$ cat config.mk
export PLATFORM = sky130hd
export DESIGN_NAME = dreg_universal
export DESIGN_NICKNAME = d
export VERILOG_FILES = /design/src/rtl/dreg_universal.sv
export SDC_FILE = /design/constraint.sdc
export NUM_CORES = 1
export LEC_CHECK = 0
export CAP_MARGIN = 15
export CELL_PAD_IN_SITES_DETAIL_PLACEMENT = 1
export CELL_PAD_IN_SITES_GLOBAL_PLACEMENT = 2
export CORE_MARGIN = 1
export CORE_UTILIZATION = 17
export CTS_CLUSTER_SIZE = 25
export DETAILED_ROUTE_END_ITERATION = 8
export GPL_TIMING_DRIVEN = 0
export MAX_ROUTING_LAYER = met4
export PLACE_DENSITY = 0.81
export SYNTH_ARGS = -nofsm -noshare
export SYNTH_HDL_FRONTEND = slang
export SYNTH_SLANG_ARGS = --single-unit
$ cat constraint.sdc
create_clock -name input_clock1_clk_1 -period 3.59 [get_ports input_clock1_clk_1]
set_clock_uncertainty 0.05 [all_clocks]
set_input_delay 0.718 -clock input_clock1_clk_1 [delete_from_list [all_inputs] [get_ports input_clock1_clk_1]]
set_output_delay 0.718 -clock input_clock1_clk_1 [all_outputs]
set_load 0.05 [all_outputs]
$ cat src/rtl/dreg_universal.sv
// Universal WIDTH-bit D register: hold, parallel load, shift left/right with
// serial fill or rotate, synchronous clear, plus complement and zero outputs.
module dreg_universal #(
  parameter int unsigned      WIDTH       = 4,
  parameter logic [WIDTH-1:0] RESET_VALUE = {WIDTH{1'b0}}
) (
  input  logic             input_clock1_clk_1,
  input  logic             input_push_button2_rst_n_2,
  input  logic             input_push_button3_clr_3,
  input  logic [1:0]       input_switch4_mode_4,
  input  logic             input_push_button5_rot_5,
  input  logic             input_push_button6_sin_l_6,
  input  logic             input_push_button7_sin_r_7,
  input  logic [WIDTH-1:0] input_switch8_d_8,
  output logic [WIDTH-1:0] output_led1_q_0_9,
  output logic [WIDTH-1:0] output_led2_qn_0_10,
  output logic             output_led3_zero_11
);

  localparam logic [1:0] ModeHold  = 2'b00;
  localparam logic [1:0] ModeShl   = 2'b01;
  localparam logic [1:0] ModeShr   = 2'b10;
  localparam logic [1:0] ModeLoad  = 2'b11;

  logic [WIDTH-1:0] q_q, q_d;
  logic [WIDTH-1:0] shl_val, shr_val;

  // Shifted candidates; a 1-bit register has no neighbours, so rotate holds
  // and serial fill simply takes the incoming bit.
  if (WIDTH == 1) begin : g_w1
    assign shl_val = input_push_button5_rot_5 ? q_q : input_push_button7_sin_r_7;
    assign shr_val = input_push_button5_rot_5 ? q_q : input_push_button6_sin_l_6;
  end else begin : g_wn
    assign shl_val = {q_q[WIDTH-2:0],
                      input_push_button5_rot_5 ? q_q[WIDTH-1] : input_push_button7_sin_r_7};
    assign shr_val = {input_push_button5_rot_5 ? q_q[0] : input_push_button6_sin_l_6,
                      q_q[WIDTH-1:1]};
  end

  // Next-state selection: clear wins over every mode.
  always_comb begin
    q_d = q_q;
    if (input_push_button3_clr_3) begin
      q_d = RESET_VALUE;
    end else begin
      unique case (input_switch4_mode_4)
        ModeHold: q_d = q_q;
        ModeShl:  q_d = shl_val;
        ModeShr:  q_d = shr_val;
        ModeLoad: q_d = input_switch8_d_8;
        default:  q_d = q_q;
      endcase
    end
  end

  // Register bank with asynchronous active-low reset.
  always_ff @(posedge input_clock1_clk_1 or negedge input_push_button2_rst_n_2) begin
    if (!input_push_button2_rst_n_2) begin
      q_q <= RESET_VALUE;
    end else begin
      q_q <= q_d;
    end
  end

  // Outputs are pure functions of the stored value.
  always_comb begin
    output_led1_q_0_9   = q_q;
    output_led2_qn_0_10 = ~q_q;
    output_led3_zero_11 = (q_q == '0);
  end

endmodule
==> results.yml <==
global_route:
  grt_max_degree: 7
  first_global_vias: 282
  grt_pass1_wl_um: 1280
  grtUsageTotal_pct: 10.7
  antenna_found_initial: 0
  overflow: 0
sta:
  hold_ws_ns: 0.640
  rsz0062_at_grt: "false"
  fin_tns_setup_ns: 0
  max-slew-margin-rel_pct: 65.7
  drv_slew: 0
  fin_crit_sh_pct: 70.9
  hold_violations: 0
  tightest_slew_ns: 0.513
  fmax_ghz: 0.393
  finalSetupViolations: 0
  post-route-min-period_ns: 2.54
critical_path:
  cp-start-kind: "flip-flop"
  required_ns: 2.82
  crit_path_start: "output_led1_q_0_9[2]$_DFFE_PN0P_"
  path_max_fanout: 6
  r2r-end: "output_led1_q_0_9[0]$_DFFE_PN0P_"
  crit_type: "reg2out"
  worstPathArrival_ns: 1.78
  crit_end: "output_led3_zero_11"
  reg2reg_from: "output_led1_q_0_9[3]$_DFFE_PN0P_"
  end_kind: "primary output"
  r2r_slack_ns: 2.36
  rr_worst_depth: 3
clock_tree:
  cts_hold_buf: 0
  cts_tree: "yes"
  clk_latency_ns: 0.23
  clkSinkCount: 4
  post_cts_buffers: 0
  clk_pin_slew_ns: 0.03
  htree_num_levels: 1
  cts_resized: 0
  cts_root_buf: "clkbuf_4"
  clock_path_buffers: 2
  cts_made_buffers: 3
route:
  drc: 0
  routed_wl_um: 740
  final_antenna_net_count: 0
  dr_total_vias: 276
  first_pass_iters: 2
  routedWlPerCell_um: 12.3
  viasPerCell: 4.60
  first_iter_violations: 3
placement:
  dp_hpwl_um: 658
  io_buffers: 20
  globalplace.congestion: 0.652
cells_and_area:
  largest_register_ffs: 4
  n_fill_cell: 158
  syn2layout_area_growth_pct: 90.6
  n_antenna_cell: 0
  fin_nets: 59
  seqCellArea_um2: 100
  multi_input_area_um2: 148
  drive_above_1_share_pct: 13.3
floorplan:
  die_w_um: 41.6
  die_h_um: 41.6
  io_pins: 21
  rows: 13
  initial_core_util_pct: 19.3
  dieArea_mm2: 0.00173
  fp.coreArea_mm2: 0.00138
power_and_ir_drop:
  vdd_drop_max_uv: 117
  p_per_area_mw_per_mm2: 352
  leakage_nw: 0.215
flow_run:
  maxCapViolCount: 0
synthesis:
  avgSynthCellArea_um2: 12.1
  syn_inst: 22
  yosysSeqAreaShare_pct: 37.6
  syn_nets: 34
  yosys_warnings: 0
  ys_types: 11
  synth_area_um2: 267
  synth-seq-cells: 4
min_path:
  hp-class: "in2async"
outcome:
  status: "completed"
-- per-layer routing --
metal / wire length [um] / global-route usage [%] / vias up
met4: 0 / 5.81 / 0
met5: 0 / - / -
met1: 268 / 10.2 / 127
li1: - / - / 128
met3: 82 / 4.78 / 0
met2: 389 / 17.8 / 21
-- cells in the mapped netlist --
cell | number | share of area (%)
a211oi_1 | 1 | 2.8
dfrtp_1 | 4 | 38
inv_1 | 5 | 7.0
mux2_1 | 1 | 4.2
mux2_2 | 1 | 4.2
mux2i_1 | 2 | 7.5
mux4_1 | 1 | 9.9
mux4_2 | 2 | 17
nor2_1 | 2 | 2.8
nor2b_1 | 2 | 4.7
nor4_1 | 1 | 2.3
-- power by group --
| group | switching [W] | internal [W] | leakage, nW | total [W] |
|---|---|---|---|---|
| sequential | 0.00000443 | 0.0000483 | 0.0535 | 0.0000527 |
| clock | 0.0000157 | 0.0000372 | 0.0138 | 0.0000528 |
| combinational | 0.0000400 | 0.0000333 | 0.148 | 0.0000733 |
| total | 0.0000601 | 0.000119 | 0.215 | 0.000179 |
-- layout make-up --
type / instances / area share, %
Timing Repair Buffer: 20 / 39.4
Tap cell: 15 / 3.69
Multi-Input combinational cell: 13 / 29.1
Sequential cell: 4 / 19.7
Inverter: 5 / 3.69
Clock buffer: 3 / 4.43
-- worst min path at each step --
stage / endpoint / slack [ns] / cells past startpoint
finish: output_led1_q_0_9[3]$_DFFE_PN0P_ / 0.64 / 1
global route: output_led1_q_0_9[3]$_DFFE_PN0P_ / 0.64 / 1
CTS: output_led1_q_0_9[3]$_DFFE_PN0P_ / 0.64 / 1
detailed placement: output_led1_q_0_9[1]$_DFFE_PN0P_ / 0.76 / 2
global placement: output_led1_q_0_9[1]$_DFFE_PN0P_ / 0.75 / 2
floorplan: output_led1_q_0_9[0]$_DFFE_PN0P_ / 0.37 / 0
-- worst max-delay path, cell delays in order (launching register included) --
cell             delay, ns
dfrtp_1               0.42
nor4_1                0.29
clkdlybuf4s50_1       0.84
-- kinds of logic after synthesis --
kind of cell           count (synthesis)  share of synthesized area, %
AND/OR/NAND/NOR                        5                          9.86
flip-flops                             4                          37.6
AO/OA/AOI/OAI                          1                          2.82
buffers and inverters                  5                          7.04
multiplexers                           7                          42.7
-- layout by cell type (no fill, tap or decap) --
| master | Yosys | final |
|---|---|---|
| mux2i_1 | 2 | 2 |
| inv_1 | 5 | 5 |
| nor2b_1 | 2 | 2 |
| clkbuf_4 | 0 | 3 |
| dfrtp_1 | 4 | 4 |
| nor4_1 | 1 | 1 |
| mux4_2 | 2 | 2 |
| nor2_1 | 2 | 2 |
| mux4_1 | 1 | 1 |
| mux2_1 | 1 | 1 |
| clkdlybuf4s50_1 | 0 | 20 |
| mux2_2 | 1 | 1 |
| a211oi_1 | 1 | 1 |
-- per-stage QoR --
stage / cells / cell area, um^2 / power, W / utilization (%) / worst slack, ns
after floorplan: 22 / 267 / 0.0000936 / - / 0.632
after global placement: 57 / 485 / 0.000126 / 35.1 / 1.29
after detailed placement: 57 / 485 / 0.000127 / 35.1 / 1.28
after CTS: 60 / 508 / 0.000183 / 36.7 / 1.02
after global routing: 60 / 508 / 0.000191 / 36.7 / 0.925
final: 60 / 508 / 0.000179 / 36.7 / 1.05
(Power assumes the default switching activity.)
